**src/rtl/bla_engine.sv**
```systemverilog
// bla_engine: Bresenham line rasteriser for the 2D GPU datapath.
// Walks one latched line and streams pixels under a valid/ready handshake.
module bla_engine #(
  parameter int COORD_W = 10
) (
  input  logic               clk,
  input  logic               n_rst,
  input  logic               bla_en,
  input  logic [COORD_W-1:0] x0,
  input  logic [COORD_W-1:0] y0,
  input  logic [COORD_W-1:0] x1,
  input  logic [COORD_W-1:0] y1,
  input  logic               pix_ready,
  output logic               pix_valid,
  output logic [COORD_W-1:0] pix_x,
  output logic [COORD_W-1:0] pix_y,
  output logic               bla_done,
  output logic               busy
);

  localparam int DW = COORD_W + 2;
  localparam int EW = COORD_W + 3;

  typedef enum logic [2:0] {
    IDLE,
    SETUP,
    DRAW,
    DONE,
    HOLD
  } state_t;

  state_t state;
  state_t state_nx;

  logic [COORD_W-1:0] xs, ys, xe, ye;
  logic [COORD_W-1:0] cx, cy;
  logic signed [DW-1:0] dx, dy, err;
  logic sx_neg, sy_neg;

  logic [COORD_W-1:0] adx, ady;
  logic signed [DW-1:0] adx_s, ady_s;
  logic signed [EW-1:0] e2, dx_e, dy_e;
  logic signed [DW-1:0] err_nx;
  logic step_x, step_y, at_end;

  // Absolute spans from the latched endpoints, used in SETUP.
  assign adx   = (xs < xe) ? xe - xs : xs - xe;
  assign ady   = (ys < ye) ? ye - ys : ys - ye;
  assign adx_s = $signed({2'b00, adx});
  assign ady_s = $signed({2'b00, ady});

  // Step decision uses the old err doubled; one extra bit avoids overflow.
  assign e2     = $signed({err, 1'b0});
  assign dx_e   = $signed({dx[DW-1], dx});
  assign dy_e   = $signed({dy[DW-1], dy});
  assign step_x = (e2 >= dy_e);
  assign step_y = (e2 <= dx_e);
  assign at_end = (cx == xe) && (cy == ye);

  // Error update: sum of whichever increments apply this step.
  always_comb begin
    err_nx = err;
    if (step_x) err_nx = err_nx + dy;
    if (step_y) err_nx = err_nx + dx;
  end

  // State register.
  always_ff @(posedge clk or negedge n_rst) begin
    if (!n_rst) state <= IDLE;
    else        state <= state_nx;
  end

  // Next-state logic; dropping bla_en mid-line aborts without done.
  always_comb begin
    state_nx = state;
    unique case (state)
      IDLE:  if (bla_en) state_nx = SETUP;
      SETUP: state_nx = bla_en ? DRAW : IDLE;
      DRAW: begin
        if (!bla_en)
          state_nx = IDLE;
        else if (pix_ready && at_end)
          state_nx = DONE;
      end
      DONE:  state_nx = HOLD;
      HOLD:  if (!bla_en) state_nx = IDLE;
      default: state_nx = IDLE;
    endcase
  end

  // Datapath: latch endpoints, derive slope terms, walk the line.
  always_ff @(posedge clk or negedge n_rst) begin
    if (!n_rst) begin
      xs     <= '0;
      ys     <= '0;
      xe     <= '0;
      ye     <= '0;
      cx     <= '0;
      cy     <= '0;
      dx     <= '0;
      dy     <= '0;
      err    <= '0;
      sx_neg <= 1'b0;
      sy_neg <= 1'b0;
    end else begin
      unique case (state)
        IDLE: begin
          if (bla_en) begin
            xs <= x0;
            ys <= y0;
            xe <= x1;
            ye <= y1;
          end
        end
        SETUP: begin
          dx     <= adx_s;
          dy     <= -ady_s;
          err    <= adx_s - ady_s;
          sx_neg <= !(xs < xe);
          sy_neg <= !(ys < ye);
          cx     <= xs;
          cy     <= ys;
        end
        DRAW: begin
          if (bla_en && pix_ready && !at_end) begin
            err <= err_nx;
            if (step_x) cx <= sx_neg ? cx - 1'b1 : cx + 1'b1;
            if (step_y) cy <= sy_neg ? cy - 1'b1 : cy + 1'b1;
          end
        end
        default: ;
      endcase
    end
  end

  assign pix_valid = (state == DRAW);
  assign pix_x     = pix_valid ? cx : '0;
  assign pix_y     = pix_valid ? cy : '0;
  assign bla_done  = (state == DONE);
  assign busy      = (state != IDLE);

endmodule

```
**config.mk**
```make
export PLATFORM = sky130hd
export DESIGN_NAME = bla_engine
export DESIGN_NICKNAME = d
export VERILOG_FILES = /design/src/rtl/bla_engine.sv
export SDC_FILE = /design/constraint.sdc
export NUM_CORES = 1
export LEC_CHECK = 0
export CAP_MARGIN = 20
export CORE_MARGIN = 8
export CORE_UTILIZATION = 61
export DETAILED_ROUTE_END_ITERATION = 10
export PLACE_DENSITY = 0.93
export SYNTH_ARGS = -nofsm -noshare
export SYNTH_HDL_FRONTEND = slang
export SYNTH_SLANG_ARGS = --single-unit
```
**constraint.sdc**
```tcl
create_clock -name clk -period 4.6 [get_ports clk]
set_input_delay 0.92 -clock clk [delete_from_list [all_inputs] [get_ports clk]]
set_output_delay 0.92 -clock clk [all_outputs]
set_load 0.03 [all_outputs]
```
Word level (Yosys, flattened, before mapping)
Index checks and enable logic that the tools add are counted.

$add $sub $neg: 12. $lt $le $gt $ge: 4. Eq/ne operators: 12. Multiplexer cells: 22. Reduce and logical (&&, ||, !) cells: 15.

Operators by type and width (number): $mux 10 (10); $pmux 10 s2 (2); $sub 10x10->10 (4); $mux 12 (3); $pmux 12 s2 (1); $add 10x1->10 const B (2); $eq 10x10->1 (2); $lt 10x10->1 (2); $sub 10x1->10 const B (2); $pmux 3 s5 (1); $ge 13x12->1 (1); $le 13x11->1 (1); $add 12x11->12 (1); $add 12x12->12 (1); $mux 3 (4); $neg 10->12 (1); $sub 10x10->11 (1); $reduce_and 3->1 (3); $eq 3x2->1 const B (2); $ne 2x1->1 const B (3); $logic_and 1x1->1 (4); $ne 2x2->1 const B (2); $reduce_and 2->1 (2); $eq 3x1->1 const B (1); other kinds (7) (9).

Register bits after elaboration: 99. Bits of input ports: 44.

Logic depth before layout (Yosys ltp)
Depth in word-level cells: 6. Gate-level depth with buffers: 21. Gate-level depth less buffers: 20.

Least setup slack after synthesis
Ideal clock, no wire load.

Path kind: register to register. Start point: register xs[0]. End point: register err[9]. Data arrival time: 4.101 ns. Setup slack: 0.404 ns. Cell stages (with the launch flop): 22. Buffers on the path: 1. Path through: dfrtp_1 > inv_1 > ha_1 > inv_1 > fa_1 > a21o_1 > a21o_1 > a2111oi_4 > o31ai_2 > buf_4 > mux2i_1 > inv_1 > ha_1 > nor2b_1 > o21ai_0 > nand2b_1 > a21o_1 > a21o_1 > a31oi_1 > o21ai_0 > mux2i_1 > o31ai_1.

Longest elaborated chain between the ends: 4. Elaborated cells on any way between the ends: 6. Classes of those cells: 3 x add/sub; 1 x order compare; 2 x mux.

Ends and longest elaborated chain: start, declared (line 35) `logic [COORD_W-1:0] xs, ys, xe, ye;`; start signal, assigned (line 94) `xs <= '0;`; start signal, assigned (line 109) `xs <= x0;`; $sub 10x10->10 or $lt 10x10->1 (tied branches) (line 47) `assign adx = (xs < xe) ? xe - xs : xs - xe;`; $mux 10 (*) (line 47); net adx[1] (line 40) `logic [COORD_W-1:0] adx, ady;`; $sub 10x10->11 (*) (line 118) `err <= adx_s - ady_s;`; $pmux 12 s2 (*) (line 106) `unique case (state)`; end signal, assigned (line 118); end signal, assigned (line 126) `err <= err_nx;`; end, declared (line 37) `logic signed [DW-1:0] dx, dy, err;`.

The timed path passes the listed nets; every way through them passes the cells marked *. A chain may end at the register's enable or synchronous reset.

Final worst setup path
Start point: register xs[0]. End point: register err[8].

The elaborated chain is that of the path after synthesis.

==> flow_summary_export.csv <==
group,metric,value,unit
logic_synthesis,mappedNetlistNets,1220,
min_path,worstHoldPathCells,2,
logic_synthesis,synth_area,0.00887,sq mm
logic_synthesis,yosysMostFrequentCell,"nand2_1",
sta,fin_skew,0.00621,ns
final_layout,drive_gt1_share,7.03,%
sta,fmax,227,MHz
floorplan,die_y,137,um
status,outcome,"finished, final reports clean",
sta,hold_viol,0,
logic_synthesis,syn_avg_cell_area,8.38,sq um
worst_setup_path,rr_worst_depth,21,
logic_synthesis,synth-simple-area-share,16.5,%
global_route,gr-usage-all-layers,28.4,%
sta,setup_ws,0.191,ns
logic_synthesis,synthMuxAreaShare,3.75,%
floorplan,die_x,137,um
routing,detail-route-antenna-nets,0,
logic_synthesis,synth_top_area_share,27.9,%
min_path,min_to,"dy[4]",
sta,worstMarginPinSlew,0.835,ns
worst_setup_path,crit_fanout,8,
clocking,worstSkewPairLatency,0.37,ns
clocking,numCtsBuffers,9,
logic_synthesis,synth_top_family_by_area,"compound AO/OA/AOI/OAI gates",
global_route,grt_pass1_vias,8423,
final_layout,area_growth,14.5,%
placed_design,place.gp.congestion,0.968,
floorplan,dieArea,0.0187,sq mm
run,drv_cap,0,
clocking,h-tree-depth,3,
logic_synthesis,synth_xor_area_share,7.77,%
clocking,postCtsHoldBufs,0,
logic_synthesis,synth_common_cells,"116 x nand2_1, 108 x ha_1, 102 x o21ai_0",
logic_synthesis,synth_ff_type,"dfrtp_1",
floorplan,pin_count,67,
floorplan,core_region_area,0.0144,sq mm
sta,period_minus_slack,4.41,ns
min_path,hp-start,"dy[4]",
global_route,overflow,0,
placed_design,pre_cts_ws,0.0680,ns
logic_synthesis,synth_fa_ha_area_share,17.3,%
routing,via_per_inst,6.30,
clocking,ctsRootBufferMaster,"clkbuf_16",
global_route,grt_pass1_wl,42000,um
logic_synthesis,yosysTopAreaCell,"dfrtp_1",
sta,setup_violations,0,
routing,dr.pass1.iters,5,
logic_synthesis,synth_compound_gate_area_share,21.2,%
worst_setup_path,worst_ep_arrival_time,4.69,ns
routing,dr_total_vias,8237,
logic_synthesis,synthCells,1059,
worst_setup_path,reg2reg_to,"err[8]",
logic_synthesis,synthTopCellsByArea,"dfrtp_1 28%, ha_1 15%, o21ai_0 5.8%, xor2_1 4.9%, nand2_1 4.9%",
clocking,clkTransAtPathRegs,0.07,ns
worst_setup_path,critical_path_class,"flip-flop to flip-flop",
logic_synthesis,ys_types,67,
placed_design,numPortBuffers,66,
logic_synthesis,synth_edf_count,0,
global_route,grt_max_degree,63,
final_layout,nets,1280,
final_layout,n_antenna_cell,0,
worst_setup_path,cp.required,4.88,ns
logic_synthesis,ys_seq_elements,99,
sta,maxSlewViolCount,0,
floorplan,num_rows,44,
worst_setup_path,critPathLaunchType,"flip-flop",
sta,relSlewSlack,44.4,%
global_route,antenna_found_initial,0,
logic_synthesis,ys.warnings.count,0,
routing,remaining_drc_errors,0,
worst_setup_path,worstSetupEndpointType,"flip-flop",
min_path,hold_path_class,"flip-flop to flip-flop",
clocking,cts_tree,"yes",
worst_setup_path,rr_startpoint,"xs[0]",
placed_design,dpl.hpwl,18900,um
logic_synthesis,yosysSeqAreaShare,27.9,%
routing,routedWlPerCell,19.5,um
routing,detail_route.wirelength,25600,um
floorplan,start_util,61.7,%
worst_setup_path,r2r_setup_slack,0.19,ns
clocking,ctsLongestPathBuffers,2,
routing,drt-initial-drc-count,911,
logic_synthesis,synthArstFlopShare,100,%
clocking,clock-sinks,99,
sta,post-route-period-util,95.8,%
## kinds of logic after synthesis
logic type               Yosys count
AND/OR/NAND/NOR                  313
AO/OA/AOI/OAI                    300
buffers and inverters            125
adder cells (fa/ha/maj)          117
flip-flops                        99
XOR/XNOR                          74
multiplexers                      31
## stage by stage
step / utilization (%) / hold WS, ns / cells / setup TNS, ns / instance area (sq um)
floorplan: - / 0.469 / 1059 / 0 / 8870
global placement: 67.9 / 0.496 / 1290 / 0 / 9760
detailed placement: 67.9 / 0.504 / 1290 / 0 / 9760
CTS: 70.3 / 0.520 / 1305 / 0 / 10100
global route: 70.7 / 0.559 / 1307 / -0.0813 / 10200
finish: 70.7 / 0.515 / 1307 / 0 / 10200
## cell usage in the layout, fill, tap and decap left out, types with 5 or more instances in the layout
master	Yosys	layout
a211oi_1	10	10
a21o_1	39	39
a21oi_1	66	66
a31oi_1	11	9
and3_1	22	22
buf_4	1	25
clkbuf_16	0	9
clkdlybuf4s50_1	0	65
dfrtp_1	99	99
fa_1	9	8
ha_1	108	108
inv_1	84	83
mux2_2	12	12
mux2i_1	17	16
nand2_1	116	115
nand2b_1	9	9
nand3_1	18	18
nor2_1	73	73
nor2b_1	18	18
nor3_1	21	20
nor4_1	6	6
o211ai_1	9	9
o21a_1	10	10
o21ai_0	102	98
o21ai_1	11	14
o31ai_1	5	5
or3_1	5	5
xnor2_1	20	19
xor2_1	50	50
## flip-flops by register name, summed over array words and instances (netlist names), 3 cells and up
signal,count
dx,10
xe,10
cx,10
err,12
cy,10
dy,12
ys,10
state,3
ye,10
xs,10
## critical path, stage by stage, from the launching register on
cell	delay [ns]
dfrtp_1	0.41
inv_2	0.08
ha_1	0.16
inv_1	0.08
fa_2	0.37
a21o_1	0.19
a21o_1	0.21
a2111oi_4	0.36
o31ai_2	0.13
buf_4	0.21
mux2i_4	0.20
xnor2_2	0.15
ha_1	0.31
nor2b_1	0.16
o21ai_1	0.17
nand2b_1	0.11
a21o_1	0.19
a21o_1	0.22
a31oi_4	0.18
xnor2_1	0.14
nand2_1	0.07
a31oi_1	0.21
## what timing repair did
item	4_1_cts	5_1_grt
hold endpoints to repair	0	0
gates resized for setup	0	12
setup endpoints to repair	0	6
setup buffers	0	2
## cell type report
class	instances	area, sq um
fillers	1012	4210
repair buffers	90	838
multi-input cells	835	5960
flip-flops and latches	99	2480
inverters	84	315
clock buffers	9	225
clock inverters	6	113
well taps	184	230
## how the worst max path moves through the flow
stage | from | to | slack [ns] | depth (start not counted)
after floorplan | xs[0] | err[9] | 0.40 | 21
after global placement | xs[0] | err[11] | 0.29 | 21
after detailed placement | xs[0] | err[11] | 0.07 | 21
after CTS | xs[0] | err[11] | 0.01 | 21
after global routing | xs[0] | err[11] | -0.05 | 21
final | xs[0] | err[8] | 0.19 | 21
## routing by layer
layer	vias up	track usage (%)	part of all wire [%]
met4	0	14.5	4.5
met5	-	0	0
met1	3844	34.8	40
met3	104	6.06	8.9
met2	470	46.2	47
li1	3819	-	-
Power is not shown: default switching activity piles up to over one toggle a cycle in this logic, so the estimate is an artifact.
